## config.mk

```make
export PLATFORM = sky130hd
export DESIGN_NAME = ccff_chain_loader
export DESIGN_NICKNAME = d
export VERILOG_FILES = /design/src/rtl/ccff_pkg.sv /design/src/rtl/ccff_rb_packer.sv /design/src/rtl/ccff_chain_loader.sv
export SDC_FILE = /design/constraint.sdc
export NUM_CORES = 1
export LEC_CHECK = 0
export CORE_MARGIN = 4
export CORE_UTILIZATION = 60
export CTS_BUF_LIST = sky130_fd_sc_hd__clkbuf_16
export CTS_CLUSTER_SIZE = 16
export DETAILED_ROUTE_END_ITERATION = 10
export GPL_ROUTABILITY_DRIVEN = 0
export MAX_ROUTING_LAYER = met4
export PLACE_DENSITY_LB_ADDON = 0.12
export SYNTH_ARGS = -nofsm -noshare
export SYNTH_HDL_FRONTEND = slang
export SYNTH_SLANG_ARGS = --single-unit
export TNS_END_PERCENT = 30
```

## constraint.sdc

```tcl
create_clock -name prog_clk -period 3.7 [get_ports prog_clk]
set_clock_uncertainty 0.05 [all_clocks]
set_input_delay 0.37 -clock prog_clk [delete_from_list [all_inputs] [get_ports prog_clk]]
set_output_delay 0.37 -clock prog_clk [all_outputs]
set_load 0.01 [all_outputs]
```

## src/rtl/ccff_pkg.sv

```systemverilog
// Shared types and derived-size helpers for the configuration-chain loader.
package ccff_pkg;

    typedef enum logic [1:0] {
        IDLE  = 2'd0,
        SHIFT = 2'd1,
        DONE  = 2'd2
    } ccff_state_t;

    // Number of host words needed to carry the whole chain.
    function automatic int nwords(input int chain_len, input int word_w);
        return (chain_len + word_w - 1) / word_w;
    endfunction

    // Number of meaningful bits in the final host word.
    function automatic int last_bits(input int chain_len, input int word_w);
        return chain_len - (nwords(chain_len, word_w) - 1) * word_w;
    endfunction

endpackage

```

## src/rtl/ccff_rb_packer.sv

```systemverilog
// Readback deserializer: collects ccff_tail bits into words and holds each
// finished word in a valid/ready output register until the host takes it.
module ccff_rb_packer #(
    parameter int WORD_W    = 8,
    parameter int LAST_BITS = 8
) (
    input  logic              prog_clk,
    input  logic              pReset,
    input  logic              clear,
    input  logic              capture,
    input  logic              tail_bit,
    input  logic              final_word,
    output logic [WORD_W-1:0] m_data,
    output logic              m_valid,
    input  logic              m_ready
);

    localparam int CNT_W = $clog2(WORD_W + 1);

    logic [WORD_W-1:0] rx_word;
    logic [WORD_W-1:0] rx_next;
    logic [CNT_W-1:0]  rx_cnt;
    logic              word_full;

    // Merge the incoming tail bit at the current position and detect word end.
    always_comb begin
        rx_next   = rx_word;
        word_full = 1'b0;
        for (int i = 0; i < WORD_W; i++) begin
            if (rx_cnt == CNT_W'(i)) begin
                rx_next[i] = tail_bit;
            end
        end
        if (final_word) begin
            word_full = (rx_cnt == CNT_W'(LAST_BITS - 1));
        end else begin
            word_full = (rx_cnt == CNT_W'(WORD_W - 1));
        end
    end

    // Accumulate bits, then move the finished word into the output register.
    always_ff @(posedge prog_clk) begin
        if (pReset || clear) begin
            rx_word <= '0;
            rx_cnt  <= '0;
            m_data  <= '0;
            m_valid <= 1'b0;
        end else begin
            if (m_valid && m_ready) begin
                m_valid <= 1'b0;
            end
            if (capture) begin
                if (word_full) begin
                    m_data  <= rx_next;
                    m_valid <= 1'b1;
                    rx_word <= '0;
                    rx_cnt  <= '0;
                end else begin
                    rx_word <= rx_next;
                    rx_cnt  <= rx_cnt + CNT_W'(1);
                end
            end
        end
    end

endmodule

```

## src/rtl/ccff_chain_loader.sv

```systemverilog
// Configuration-chain writer: shifts a host bitstream into ccff_head while
// returning the previous chain contents from ccff_tail as readback words.
module ccff_chain_loader
    import ccff_pkg::*;
#(
    parameter int CHAIN_LEN = 42,
    parameter int WORD_W    = 8
) (
    input  logic              prog_clk,
    input  logic              pReset,
    input  logic              start,
    input  logic [WORD_W-1:0] s_data,
    input  logic              s_valid,
    output logic              s_ready,
    output logic [WORD_W-1:0] m_data,
    output logic              m_valid,
    input  logic              m_ready,
    output logic              ccff_head,
    input  logic              ccff_tail,
    output logic              prog_clk_en,
    output logic              busy,
    output logic              done
);

    localparam int NWORDS    = nwords(CHAIN_LEN, WORD_W);
    localparam int LAST_BITS = last_bits(CHAIN_LEN, WORD_W);
    localparam int BIT_W     = $clog2(CHAIN_LEN + 1);
    localparam int WCNT_W    = $clog2(NWORDS + 1);
    localparam int TXC_W     = $clog2(WORD_W + 1);

    ccff_state_t       state;
    ccff_state_t       state_next;

    logic [WORD_W-1:0] tx_word;
    logic [TXC_W-1:0]  tx_cnt;
    logic [WCNT_W-1:0] words_in;
    logic [WCNT_W-1:0] words_out;
    logic [BIT_W-1:0]  bit_cnt;

    logic              load_clear;
    logic              shift_en;
    logic              s_accept;
    logic              rx_accept;
    logic              final_in;
    logic              last_out;

    // Handshakes and shift enable, all derived from registered state only.
    always_comb begin
        s_ready     = (state == SHIFT) && (tx_cnt == '0) &&
                      (words_in < WCNT_W'(NWORDS));
        shift_en    = (state == SHIFT) && (tx_cnt != '0) && !m_valid;
        prog_clk_en = shift_en;
        ccff_head   = shift_en & tx_word[0];
        s_accept    = s_ready & s_valid;
        rx_accept   = m_valid & m_ready;
        final_in    = (words_in == WCNT_W'(NWORDS - 1));
        last_out    = (words_out == WCNT_W'(NWORDS - 1));
    end

    // Next-state and status outputs of the load sequencer.
    always_comb begin
        state_next = state;
        busy       = 1'b0;
        done       = 1'b0;
        load_clear = 1'b0;
        case (state)
            IDLE: begin
                if (start) begin
                    state_next = SHIFT;
                    load_clear = 1'b1;
                end
            end
            SHIFT: begin
                busy = 1'b1;
                if ((bit_cnt == BIT_W'(CHAIN_LEN)) && rx_accept && last_out) begin
                    state_next = DONE;
                end
            end
            DONE: begin
                busy       = 1'b1;
                done       = 1'b1;
                state_next = IDLE;
            end
            default: begin
                state_next = IDLE;
            end
        endcase
    end

    // State register.
    always_ff @(posedge prog_clk) begin
        if (pReset) begin
            state <= IDLE;
        end else begin
            state <= state_next;
        end
    end

    // TX buffer and the word/bit counters; the final word only loads LAST_BITS.
    always_ff @(posedge prog_clk) begin
        if (pReset || load_clear) begin
            tx_word   <= '0;
            tx_cnt    <= '0;
            words_in  <= '0;
            words_out <= '0;
            bit_cnt   <= '0;
        end else begin
            if (s_accept) begin
                tx_word  <= s_data;
                tx_cnt   <= final_in ? TXC_W'(LAST_BITS) : TXC_W'(WORD_W);
                words_in <= words_in + WCNT_W'(1);
            end else if (shift_en) begin
                tx_word <= tx_word >> 1;
                tx_cnt  <= tx_cnt - TXC_W'(1);
                bit_cnt <= bit_cnt + BIT_W'(1);
            end
            if (rx_accept) begin
                words_out <= words_out + WCNT_W'(1);
            end
        end
    end

    ccff_rb_packer #(
        .WORD_W    (WORD_W),
        .LAST_BITS (LAST_BITS)
    ) u_packer (
        .prog_clk   (prog_clk),
        .pReset     (pReset),
        .clear      (load_clear),
        .capture    (shift_en),
        .tail_bit   (ccff_tail),
        .final_word (last_out),
        .m_data     (m_data),
        .m_valid    (m_valid),
        .m_ready    (m_ready)
    );

endmodule

```

# --- Word level (Yosys, flattened, before mapping) ---
# Index checks and enable logic that the tools add are counted.
op_classes:
  add_sub_neg: 5
  order_cmp: 1
  eq_ne: 14
  n_mux: 26
  bitwise: 4
  n_reduce_logical: 18
ops:
  columns: ["operator", "count"]
  rows:
  - ["2-to-1 mux 8 bit", 3]
  - ["equality test 4 x 3 -> 1 bit (second input constant)", 4]
  - ["2-to-1 mux 1 bit", 16]
  - ["2-to-1 mux 4 bit", 4]
  - ["equality test 4 x 2 -> 1 bit (second input constant)", 2]
  - ["logical NOT 4 bit", 2]
  - ["logical AND 1 bit", 7]
  - ["adder 3 x 1 -> 3 bit (second input constant)", 2]
  - ["adder 6 x 1 -> 6 bit (second input constant)", 1]
  - ["equality test 3 bit (second input constant)", 2]
  - ["equality test 6 bit (second input constant)", 1]
  - ["AND reduction 2 bit", 3]
  - ["adder 4 x 1 -> 4 bit (second input constant)", 1]
  - ["equality test 4 x 1 -> 1 bit (second input constant)", 1]
  - ["2-to-1 mux 2 bit", 2]
  - ["case mux 2 bit (2 select lines)", 1]
  - ["nonzero test 4 bit", 1]
  - ["subtractor 4 x 1 -> 4 bit (second input constant)", 1]
  - ["bitwise AND 1 bit", 3]
  - ["less-than comparator 3 bit (second input constant)", 1]
  - ["equality test 2 x 1 -> 1 bit (second input constant)", 1]
  - ["equality test 2 bit (second input constant)", 1]
  - ["logical NOT 2 bit", 1]
  - ["inequality test 2 x 1 -> 1 bit (second input constant)", 1]
  - ["6 further kinds", 6]
totals:
  reg_bits: 47
  inputBits: 14
  output_inout_bits: 14
  wordCells: 78

# --- Longest topological paths before layout ---
# Gate-level depths: netlist (run 1).
logic_depth:
  word_depth: 6
  depth_mapped: 9
  depth_no_buf: 7

# --- Modules after synthesis ---
# Synthesis (run 1) repeated with hierarchy kept, for this count alone.
hier_totals:
  hier_cells: 269
  area_unflattened_um2: 2498.6
by_module_without_submodules:
  columns: ["mod", "n_inst", "cells_each", "area_each_um2", "seq_area_each_um2"]
  rows:
  - ["ccff_chain_loader", 1, 152, 1352.5, 520.5]
  - ["ccff_rb_packer", 1, 117, 1146.1, 420.4]

# --- Worst setup path after synthesis (run 1) ---
# Ideal clock, no wire load.
synth_timing:
  path_kind: "register -> register"
  from: "register tx_cnt[0]"
  to: "register tx_word[0]"
  setup_time_ns: 0.132
  arrival_ns: 1.547
  setup_slack_ns: 1.971
  stages_incl_launch_ff: 10
  path_buffers: 2
  cell_sequence: "dfxtp_1 > inv_1 > ha_1 > or3b_1 > buf_2 > nand2_4 > inv_2 > buf_2 > a22oi_1 > a21oi_1"
synth_via:
  elab_chain_len: 5
  word_cells_on_any_way: 9
  cone_classes: "mux (1); bitwise (1); reduce/logical (7)"
synth_rtl:
  columns: ["element", "line", "source"]
  rows:
  - ["start, declared", "ccff_chain_loader.sv:35", "logic [TXC_W-1:0] tx_cnt;"]
  - ["start signal, assigned", "ccff_chain_loader.sv:110", "tx_cnt <= final_in ? TXC_W'(LAST_BITS) : TXC_W'(WORD_W);"]
  - ["start signal, assigned", "ccff_chain_loader.sv:114", "tx_cnt <= tx_cnt - TXC_W'(1);"]
  - ["logical NOT 4 bit", "ccff_chain_loader.sv:49", "s_ready = (state == SHIFT) && (tx_cnt == '0) &&"]
  - ["logical AND 1 bit (2 in a row)", "ccff_chain_loader.sv:49", null]
  - ["bitwise AND 1 bit", "ccff_chain_loader.sv:54", "s_accept = s_ready & s_valid;"]
  - ["2-to-1 mux 8 bit or nonzero test 2 bit (tied branches)", null, null]
  - ["end signal, assigned", "ccff_chain_loader.sv:109", "tx_word <= s_data;"]
  - ["end signal, assigned", "ccff_chain_loader.sv:113", "tx_word <= tx_word >> 1;"]
  - ["end, declared", "ccff_chain_loader.sv:34", "logic [WORD_W-1:0] tx_word;"]
# Several ways; a longest one is shown, not always the timed one.
# A chain may end at the register's enable or synchronous reset.

# --- Worst setup path in the final report (run 1) ---
layout_timing:
  from: "register state[1]"
  to: "output prog_clk_en"
layout_via:
  elab_chain_len: 3
layout_rtl:
  columns: ["element", "line", "source"]
  rows:
  - ["start, declared", "ccff_chain_loader.sv:31", "ccff_state_t state;"]
  - ["start signal, assigned", "ccff_chain_loader.sv:95", "state <= state_next;"]
  - ["equality test 2 x 1 -> 1 bit", "ccff_chain_loader.sv:51", "shift_en = (state == SHIFT) && (tx_cnt != '0) && !m_valid;"]
  - ["logical AND 1 bit (2 in a row)", "ccff_chain_loader.sv:51", null]
  - ["end, declared", "ccff_chain_loader.sv:20", "output logic prog_clk_en,"]
# Every way passes these cells.

==> results of run 1 <==
==> worst max-delay path, cell delays in order (launching register included) <==
cell and delay [ns]:
dfxtp_1 0.32, inv_1 0.12, ha_1 0.26, nor2b_1 0.53, nand2_4 0.28, inv_2 0.37
clkdlybuf4s50_1 0.61
==> cells in the mapped netlist, types with 2 or more instances <==
| cell type | n | area share [%] |
|---|---|---|
| a211oi_1 | 3 | 0.94 |
| a21o_1 | 2 | 0.63 |
| a21oi_1 | 15 | 3.1 |
| a22o_1 | 7 | 2.6 |
| a22oi_1 | 7 | 2.2 |
| a31oi_1 | 10 | 2.6 |
| and3_1 | 2 | 0.52 |
| buf_2 | 5 | 1.0 |
| buf_6 | 3 | 1.4 |
| clkbuf_1 | 8 | 1.3 |
| dfxtp_1 | 47 | 39 |
| ha_1 | 16 | 8.4 |
| inv_1 | 12 | 1.9 |
| mux2_2 | 7 | 3.3 |
| mux2i_1 | 3 | 1.3 |
| nand2_1 | 11 | 1.7 |
| nand2b_1 | 5 | 1.3 |
| nand3_1 | 20 | 4.2 |
| nand3b_1 | 4 | 1.3 |
| nand4_1 | 2 | 0.52 |
| nor2_1 | 10 | 1.6 |
| nor2b_1 | 2 | 0.52 |
| nor3_1 | 13 | 2.7 |
| nor3b_1 | 4 | 1.3 |
| nor4_1 | 9 | 2.4 |
| o211ai_1 | 2 | 0.63 |
| o21ai_0 | 3 | 0.63 |
| o31ai_1 | 2 | 0.63 |
| or3_1 | 2 | 0.52 |
| xnor2_1 | 4 | 1.5 |
| xor2_1 | 4 | 1.5 |
==> power by group <==
| group | internal [mW] | switching, mW |
|---|---|---|
| clock network | 0.247 | 0.190 |
| registers | 0.531 | 0.0211 |
| logic | 0.114 | 0.182 |
| total | 0.892 | 0.393 |
==> kinds of logic after synthesis <==
logic type	share of synthesized area (%)
compound gates	17.4
xor+xnor	2.93
buf+inv	6.29
simple gates	21.0
fa+ha+maj	8.39
flops	39.4
mux	4.56
==> cell usage in the layout, fill, tap and decap left out, types with 2 or more instances in the layout <==
master	instances
dfxtp_1	47
clkdlybuf4s50_1	27
nand3_1	20
ha_1	16
a21oi_1	15
inv_1	13
nor3_1	13
nand2_1	11
a31oi_1	10
nor2_1	10
nor4_1	9
mux2_2	7
a22o_1	7
a22oi_1	7
nand2b_1	5
clkbuf_16	5
xnor2_1	4
xor2_1	4
nand3b_1	4
nor3b_1	4
mux2i_1	3
o21ai_0	3
a211oi_1	3
nor2b_1	2
and3_1	2
o211ai_1	2
a21o_1	2
o31ai_1	2
nand4_1	2
or3_1	2
==> area by class of cell <==
class                   instances  area share [%]
multi-input cells             183            46.9
well taps                      48            2.17
repair buffers                 28            10.0
flip-flops and latches         47            34.0
clock buffers                   5            4.52
inverters                      13            1.76
clock inverters                 3           0.588
==> layer usage <==
metal	vias to the layer above	wire, microns	GRT usage (%)
met5	-	0	-
met4	0	83	6.68
met3	7	204	4.97
met2	40	2320	33.1
met1	929	2330	27.8
li1	985	-	-
==> per-stage QoR <==
stage	std cells	hold slack, ns
3_5_place_dp	319	0.413
3_3_place_gp	319	0.400
4_1_cts	327	0.424
6_report	327	0.425
2_1_floorplan	261	0.375
5_1_grt	327	0.439
==> worst paths after layout <==
path | to | slack, ns
hold reg to reg | tx_word[3]$_SDFFE_PP0P_ | 0.42
hold / removal | tx_word[3]$_SDFFE_PP0P_ | 0.42
setup reg to reg | u_packer.rx_word[7]$_SDFFE_PP0P_ | 1.30
setup / recovery | prog_clk_en | 0.50
==> registers in the layout (all words and copies together) (netlist names) <==
register          flops
state                 2
tx_cnt                4
words_in              3
tx_word               8
u_packer.m_data       8
bit_cnt               6
u_packer.rx_word      8
u_packer.m_valid      1
words_out             3
u_packer.rx_cnt       4
==> flow_summary_export.csv, run 1 <==
group,metric,value,unit
run_status,status,"finished, final reports clean",
detailed_routing,drc,0,
finish,num_antenna_cells,0,
cts,cts.repair.resized,0,
global_route,track_usage,21.4,%
logic_synthesis,synth_seq_cells,47,
cts,hold_buffers,0,
pwr,ir_drop,399,uV
cts,cts_sinks,47,
placement,preCtsSetupSlack,0.810,ns
floorplanning,initial_core_util,63.8,%
cts,root_buffer,"clkbuf_16",
logic_synthesis,yosysWarnings,0,
floorplanning,die_h,71.1,microns
critical_path,path_max_fanout,22,
logic_synthesis,ys.flop_type,"dfxtp_1",
finish,final_util,73.9,%
global_route,grt_start_max_net_pins,27,
placement,portBuffers,27,
sta,tightest_slew,0.906,ns
sta,period_needed,3.20,ns
cts,cts.htree.levels,2,
critical_path,r2r_cells,7,
sta,slew_headroom,39.3,%
global_route,first_global_vias,1864,
logic_synthesis,yosysSeqAreaShare,39.4,%
placement,dp_hpwl,3540,microns
cts,postCtsSetupBuffers,0,
detailed_routing,drt_iter0_markers,116,
critical_path,critPathLaunch,"state[1]$_SDFFE_PP0P_",
pwr,finalPower,1.29,mW
finish,area_growth,15.8,%
worst_hold_path,min_path_cells,2,
logic_synthesis,avgSynthCellArea,9.15,sq um
critical_path,crit_type,"flip-flop to output pin",
sta,fmax,312,MHz
cts,cts_buffer_depth,2,
global_route,antenna_found_initial,0,
sta,rsz0062_at_grt,"false",
logic_synthesis,post_synth_num_cell_types,48,
sta,min_period_over_period,86.5,%
worst_hold_path,hold_class,"flip-flop to flip-flop",
cts,tritoncts,"built",
cts,path_clk_slew,0.06,ns
pwr,power.density,465,mW/mm^2
floorplanning,row_count,22,
global_route,grt_pass1_wl,8510,microns
detailed_routing,detail_route.first_pass.iterations,4,
pwr,leakagePower,0.964,nW
critical_path,startpoint_type,"flip-flop",
detailed_routing,finalWirelength,4940,microns
detailed_routing,via_per_inst,6.00,
logic_synthesis,synthCells,261,
logic_synthesis,syn_nets,291,
placement,placed_area,0.00262,sq mm
sta,setup_slack,0.499,ns
floorplanning,ios,28,
cts,cts_buffers,5,
sta,timing_hold_violations_final,0,
finish,regArea,941,sq um
floorplanning,die_x,71.1,microns
worst_hold_path,hp-start,"tx_word[3]$_SDFFE_PP0P_",
logic_synthesis,synth-edff-count,0,
global_route,globalRouteOverflowTotal,0,
detailed_routing,ant_nets,0,
logic_synthesis,async_flop_share,0,%
sta,finalMaxSlewViolations,0,
finish,fillers,298,
critical_path,arrival,2.78,ns
floorplanning,core,0.00374,sq mm
cts,clock_latency,0.29,ns
finish,fin_area,0.00277,sq mm
logic_synthesis,synth_area,0.00239,sq mm
critical_path,worstPathRequired,3.28,ns
finish,drive_above_1_share,6.81,%
critical_path,rr_startpoint,"state[1]$_SDFFE_PP0P_",
detailed_routing,vias,1961,
detailed_routing,wl_per_cell,15.1,microns
finish,multi_input_area,0.00130,sq mm
finish,fin_nets,308,
floorplanning,fp.dieArea,0.00505,sq mm
flow_run,cap_violations,0,
critical_path,setup.worst_path.end_class,"output pin",
sta,tns,0,ns
sta,finalSetupViolCount,0,
No activity file was read; power rests on OpenSTA's default activity.
==> run 2, diff against run 1 <==
Settings changed: ABC_AREA set to 1, CORE_UTILIZATION 60 to 61.
==> flow_summary_export.csv, run 2 <==
group,metric,value,unit
pwr,p_int,0.968,mW
pwr,leakagePower,1.23,nW
detailed_routing,drt_iter0_markers,196,
critical_path,setup.worst_path.end_class,"output pin",
critical_path,path_depth,7,
placement,dp_hpwl,3750,microns
critical_path,cpMaxStageDelayCell,"clkdlybuf4s50_1",
floorplanning,row_count,23,
cts,cts_buffers,5,
logic_synthesis,avgSynthCellArea,7.08,sq um
logic_synthesis,syn_nets,408,
placement,portBuffers,27,
run_status,status,"finished, final reports clean",
sta,min_period_over_period,75.7,%
cts,cts_sinks,47,
logic_synthesis,async_flop_share,0,%
detailed_routing,vias,2341,
critical_path,cp_common_cell,"inv_1",
critical_path,path_cells,"inv_1 > ha_1 > inv_1 > nor2_2 > nand2_4 > inv_4 > clkdlybuf4s50_1",
sta,slew_headroom,35.0,%
logic_synthesis,synth_top_area_share,35.2,%
finish,drive_above_1_share,10.8,%
worst_hold_path,min_path_cells,1,
pwr,p_sw_share,36.1,%
critical_path,arrival,2.38,ns
logic_synthesis,post_synth_num_cell_types,30,
cts,root_buffer,"clkbuf_16",
critical_path,cp_num_buf_inv,4,
global_route,antenna_found_initial,0,
global_route,grt_pass1_wl,9370,microns
sta,timing_hold_violations_final,0,
critical_path,regToRegEndpoint,"bit_cnt[4]$_SDFFE_PP0P_",
floorplanning,core,0.00412,sq mm
sta,finalSetupViolCount,0,
logic_synthesis,yosys-top-cells-area,"dfxtp_1 35%, nand2_1 11%, nor2_1 8.8%, ha_1 7.5%, nand3_1 6.7%",
critical_path,crit_family,"buffers and inverters",
critical_path,path_max_fanout,37,
critical_path,r2r_cells,6,
cts,cts_buffer_depth,2,
cts,path_clk_slew,0.07,ns
sta,tns,0,ns
logic_synthesis,synth_top_area_cell,"dfxtp_1",
pwr,power.switching,0.548,mW
critical_path,startpoint_type,"flip-flop",
sta,period_needed,2.80,ns
critical_path,critPathLaunch,"state[1]$_SDFFE_PP0P_",
floorplanning,die_x,74.2,microns
logic_synthesis,synthCells,378,
floorplanning,initial_core_util,65.0,%
sta,tightest_slew,0.974,ns
cts,cts.htree.levels,2,
global_route,first_global_vias,2266,
logic_synthesis,yosysSeqAreaShare,35.2,%
pwr,clockPowerShare,30.0,%
worst_hold_path,hold_class,"flip-flop to flip-flop",
detailed_routing,detail_route.first_pass.iterations,4,
global_route,grt_start_max_net_pins,38,
finish,layout_commonest_cell,"nand2_1",
critical_path,crit_type,"flip-flop to output pin",
global_route,globalRouteOverflowTotal,0,
placement,preCtsSetupSlack,1.21,ns
flow_run,cap_violations,0,
detailed_routing,ant_nets,0,
sta,fmax,357,MHz
sta,rsz0062_at_grt,"false",
cts,postCtsSetupBuffers,0,
pwr,power_frac_comb,32.0,%
detailed_routing,via_per_inst,5.20,
sta,finalMaxSlewViolations,0,
finish,area_growth,15.2,%
critical_path,crit_path_end,"prog_clk_en",
critical_path,worstPathRequired,3.28,ns
critical_path,rrSetupSlack,1.65,ns
detailed_routing,wl_per_cell,12.0,microns
cts,cts.repair.resized,0,
finish,instances_no_fill,450,
cts,tritoncts,"built",
critical_path,slowest_delay,0.62,ns
logic_synthesis,ys.flop_type,"dfxtp_1",
finish,fin_area,0.00308,sq mm
logic_synthesis,synth_area,0.00268,sq mm
critical_path,rr_startpoint,"state[0]$_SDFFE_PP0P_",
cts,hold_buffers,0,
pwr,finalPower,1.52,mW
logic_synthesis,netlist_top_cells_count,"77 x nand2_1, 63 x nor2_1, 47 x dfxtp_1",
logic_synthesis,synth_most_common_cell,"nand2_1",
logic_synthesis,synth-edff-count,0,
pwr,sequentialPowerShare,38.0,%
detailed_routing,finalWirelength,5420,microns
finish,fin_nets,429,
floorplanning,fp.dieArea,0.00551,sq mm
pwr,ir_drop,447,uV
logic_synthesis,yosysWarnings,0,
floorplanning,ios,28,
floorplanning,die_h,74.2,microns
placement,dp.cells,442,
finish,layout_common_cells,"77 x nand2_1, 63 x nor2_1, 47 x dfxtp_1, 41 x inv_1, 36 x nand3_1",
cts,clock_latency,0.29,ns
detailed_routing,drc,0,
placement,placed_area,0.00293,sq mm
finish,reg.largest.list,"tx_word: 8 flops, u_packer.m_data: 8 flops, u_packer.rx_word: 8 flops",
finish,num_antenna_cells,0,
pwr,power.density,492,mW/mm^2
sta,setup_slack,0.901,ns
logic_synthesis,synth_seq_cells,47,
global_route,track_usage,22.3,%
-- run 2: changes by cell type in the layout (fill, tap and decap cells not counted), sizes merged, moves of 12 or more --
cell / previous run / this run
inv: 14 / 45
nand2: 12 / 81
nand3: 20 / 47
nor2: 10 / 67
nor3: 13 / 1
o21ai: 3 / 23
-- run 2: logic make-up after synthesis --
kind of cell | share of synthesized area, %
AO/OA/AOI/OAI | 11.5
XOR/XNOR | 1.64
flip-flops | 35.2
buffers and inverters | 9.59
AND/OR/NAND/NOR | 34.7
adder cells (fa/ha/maj) | 7.48
-- run 2: power groups by stage --
stage | Combinational, mW | Sequential [mW] | Clock [mW]
global route | 0.554 | 0.583 | 0.483
global placement | 0.473 | 0.585 | 0
detailed placement | 0.486 | 0.587 | 0
finish | 0.486 | 0.576 | 0.454
floorplan | 0.372 | 0.580 | 0
CTS | 0.490 | 0.575 | 0.461
-- run 2: how the worst min path moves through the flow --
stage / start / end / slack [ns]
finish: tx_cnt[0]$_SDFFE_PP0P_ / tx_cnt[0]$_SDFFE_PP0P_ / 0.40
global route: tx_cnt[0]$_SDFFE_PP0P_ / tx_cnt[0]$_SDFFE_PP0P_ / 0.44
CTS: tx_cnt[0]$_SDFFE_PP0P_ / tx_cnt[0]$_SDFFE_PP0P_ / 0.41
detailed placement: tx_cnt[0]$_SDFFE_PP0P_ / tx_cnt[0]$_SDFFE_PP0P_ / 0.40
global placement: tx_cnt[0]$_SDFFE_PP0P_ / tx_cnt[0]$_SDFFE_PP0P_ / 0.39
floorplan: tx_cnt[0]$_SDFFE_PP0P_ / tx_cnt[0]$_SDFFE_PP0P_ / 0.38
-- run 2: final cells by class --
class,count,area [sq um]
fillers,329,1030
flip-flops and latches,47,941
clock inverters,3,25.0
multi-input cells,272,1480
well taps,50,62.6
inverters,45,171
repair buffers,28,278
clock buffers,5,125
-- run 2: per-layer routing --
layer,vias to the layer above,track usage (%),part of all wire (%),wire [microns]
met3,13,2.97,4.0,214
met4,0,9.49,2.1,115
li1,1239,-,-,-
met5,-,-,0,0
met1,1044,24.6,46,2470
met2,45,39.9,48,2620
-- run 2: through the flow --
step                hold slack, ns  utilization (%)
floorplan                    0.379                -
detailed placement           0.397             71.2
CTS                          0.411             74.9
finish                       0.404             74.9
global placement             0.390             71.2
global route                 0.437             74.9
==> run 3, diff against run 2 <==
Settings changed: CORE_UTILIZATION 61 to 57.
Clock period 3.7 ns to 2.6 ns, I/O delays scaled along.
==> flow_summary_export.csv, run 3 (synthesis gave the netlist of run 2 again) <==
group,metric,value,unit
run_status,status,"finished, final reports clean",
global_route,antenna_found_initial,0,
placement,dp_hpwl,3780,microns
cts,root_buffer,"clkbuf_16",
critical_path,setup.worst_path.end_class,"output pin",
cts,tritoncts,"built",
finish,num_antenna_cells,0,
detailed_routing,ant_nets,0,
pwr,sequentialPowerShare,36.2,%
cts,cts_buffers,5,
floorplanning,ios,28,
sta,period_needed,2.38,ns
global_route,first_global_vias,2212,
sta,finalMaxSlewViolations,0,
detailed_routing,vias,2365,
critical_path,rrSetupSlack,0.54,ns
critical_path,startpoint_type,"flip-flop",
detailed_routing,drc,0,
critical_path,r2r_cells,10,
pwr,ir_drop,664,uV
pwr,p_int,1.49,mW
cts,postCtsSetupBuffers,0,
cts,cts_sinks,47,
detailed_routing,finalWirelength,5510,microns
finish,fin_nets,432,
pwr,power.switching,0.781,mW
sta,finalSetupViolCount,0,
critical_path,crit_type,"flip-flop to output pin",
global_route,track_usage,20.2,%
finish,fillers,384,
critical_path,regToRegEndpoint,"u_packer.rx_cnt[2]$_SDFFE_PP0P_",
finish,drive_above_1_share,11.4,%
floorplanning,die_h,76.5,microns
global_route,grt_pass1_wl,9610,microns
detailed_routing,drt_iter0_markers,170,
cts,clock_latency,0.29,ns
critical_path,worstPathRequired,2.29,ns
global_route,globalRouteOverflowTotal,0,
pwr,p_sw_share,34.4,%
pwr,clockPowerShare,32.2,%
placement,portBuffers,27,
sta,timing.hold.ws,0.406,ns
worst_hold_path,hold_class,"flip-flop to flip-flop",
sta,tns,0,ns
cts,cts.repair.resized,0,
critical_path,path_max_fanout,25,
global_route,grt_start_max_net_pins,37,
finish,area_growth,16.8,%
cts,cts.htree.levels,2,
floorplanning,core,0.00444,sq mm
pwr,leakagePower,1.26,nW
detailed_routing,wl_per_cell,12.1,microns
cts,path_clk_slew,0.07,ns
pwr,power_frac_comb,31.5,%
detailed_routing,detail_route.first_pass.iterations,4,
finish,layout_commonest_cell,"nand2_1",
finish,reg.largest.list,"tx_word: 8 flops, u_packer.m_data: 8 flops, u_packer.rx_word: 8 flops",
floorplanning,row_count,24,
floorplanning,initial_core_util,60.2,%
critical_path,crit_path_end,"ccff_head",
pwr,finalPower,2.27,mW
floorplanning,die_x,76.5,microns
flow_run,cap_violations,0,
cts,cts_buffer_depth,2,
sta,tightest_slew,1.01,ns
sta,fmax,421,MHz
critical_path,arrival,2.07,ns
critical_path,rr_startpoint,"state[1]$_SDFFE_PP0P_",
sta,slew_headroom,32.7,%
cts,hold_buffers,0,
sta,timing_hold_violations_final,0,
pwr,power.density,726,mW/mm^2
detailed_routing,via_per_inst,5.20,
sta,min_period_over_period,91.4,%
finish,final_util,70.3,%
sta,rsz0062_at_grt,"false",
finish,layout_common_cells,"77 x nand2_1, 63 x nor2_1, 47 x dfxtp_1, 41 x inv_1, 36 x nand3_1",
critical_path,critPathLaunch,"state[1]$_SDFFE_PP0P_",
floorplanning,fp.dieArea,0.00585,sq mm
run 3: worst max-delay path, cell delays in order, from the launching register on:
cell and delay, ns:
dfxtp_1 0.33, inv_1 0.12, ha_1 0.21, inv_1 0.08, nor2_2 0.14, nand2_4 0.21
nor2_1 0.14, clkdlybuf4s50_1 0.54
run 3: power groups by stage:
stage	Combinational [mW]	Sequential (mW)	Clock [mW]
after floorplan	0.529	0.826	0
after global placement	0.705	0.832	0
after detailed placement	0.709	0.836	0
after CTS	0.717	0.822	0.742
after global routing	0.807	0.829	0.780
final	0.715	0.822	0.731
run 3: how the worst min path moves through the flow:
stage,start,end,slack [ns],cells after the start
floorplan,pReset,state[0]$_SDFFE_PP0P_,0.37,3
global placement,tx_cnt[0]$_SDFFE_PP0P_,tx_cnt[0]$_SDFFE_PP0P_,0.39,1
detailed placement,tx_cnt[0]$_SDFFE_PP0P_,tx_cnt[0]$_SDFFE_PP0P_,0.40,1
CTS,tx_cnt[0]$_SDFFE_PP0P_,tx_cnt[0]$_SDFFE_PP0P_,0.41,1
global route,words_out[2]$_SDFFE_PP0N_,words_out[2]$_SDFFE_PP0N_,0.44,2
finish,tx_cnt[0]$_SDFFE_PP0P_,tx_cnt[0]$_SDFFE_PP0P_,0.41,1
run 3: layout make-up:
| type | instances | area, sq um | share of cell area, % |
|---|---|---|---|
| Multi-Input combinational cell | 272 | 1480 | 47.3 |
| Sequential cell | 47 | 941 | 30.1 |
| Timing Repair Buffer | 31 | 300 | 9.61 |
| Inverter | 45 | 171 | 5.49 |
| Clock buffer | 5 | 125 | 4.00 |
| Tap cell | 52 | 65.1 | 2.08 |
| Clock inverter | 3 | 43.8 | 1.40 |
run 3: stage by stage:
step,worst slack (ns),area [sq um],std cells
finish,0.222,3120,455
global route,0.103,3120,455
CTS,0.215,3120,455
detailed placement,0.530,2960,447
global placement,0.583,2960,447
floorplan,1.07,2680,378
run 3: per-layer routing:
metal | wire length [microns] | up-vias | global-route usage [%]
met4 | 40 | 0 | 3.26
met2 | 2680 | 40 | 34.1
li1 | - | 1241 | -
met3 | 253 | 5 | 5.44
met1 | 2540 | 1079 | 24.5
met5 | 0 | - | -
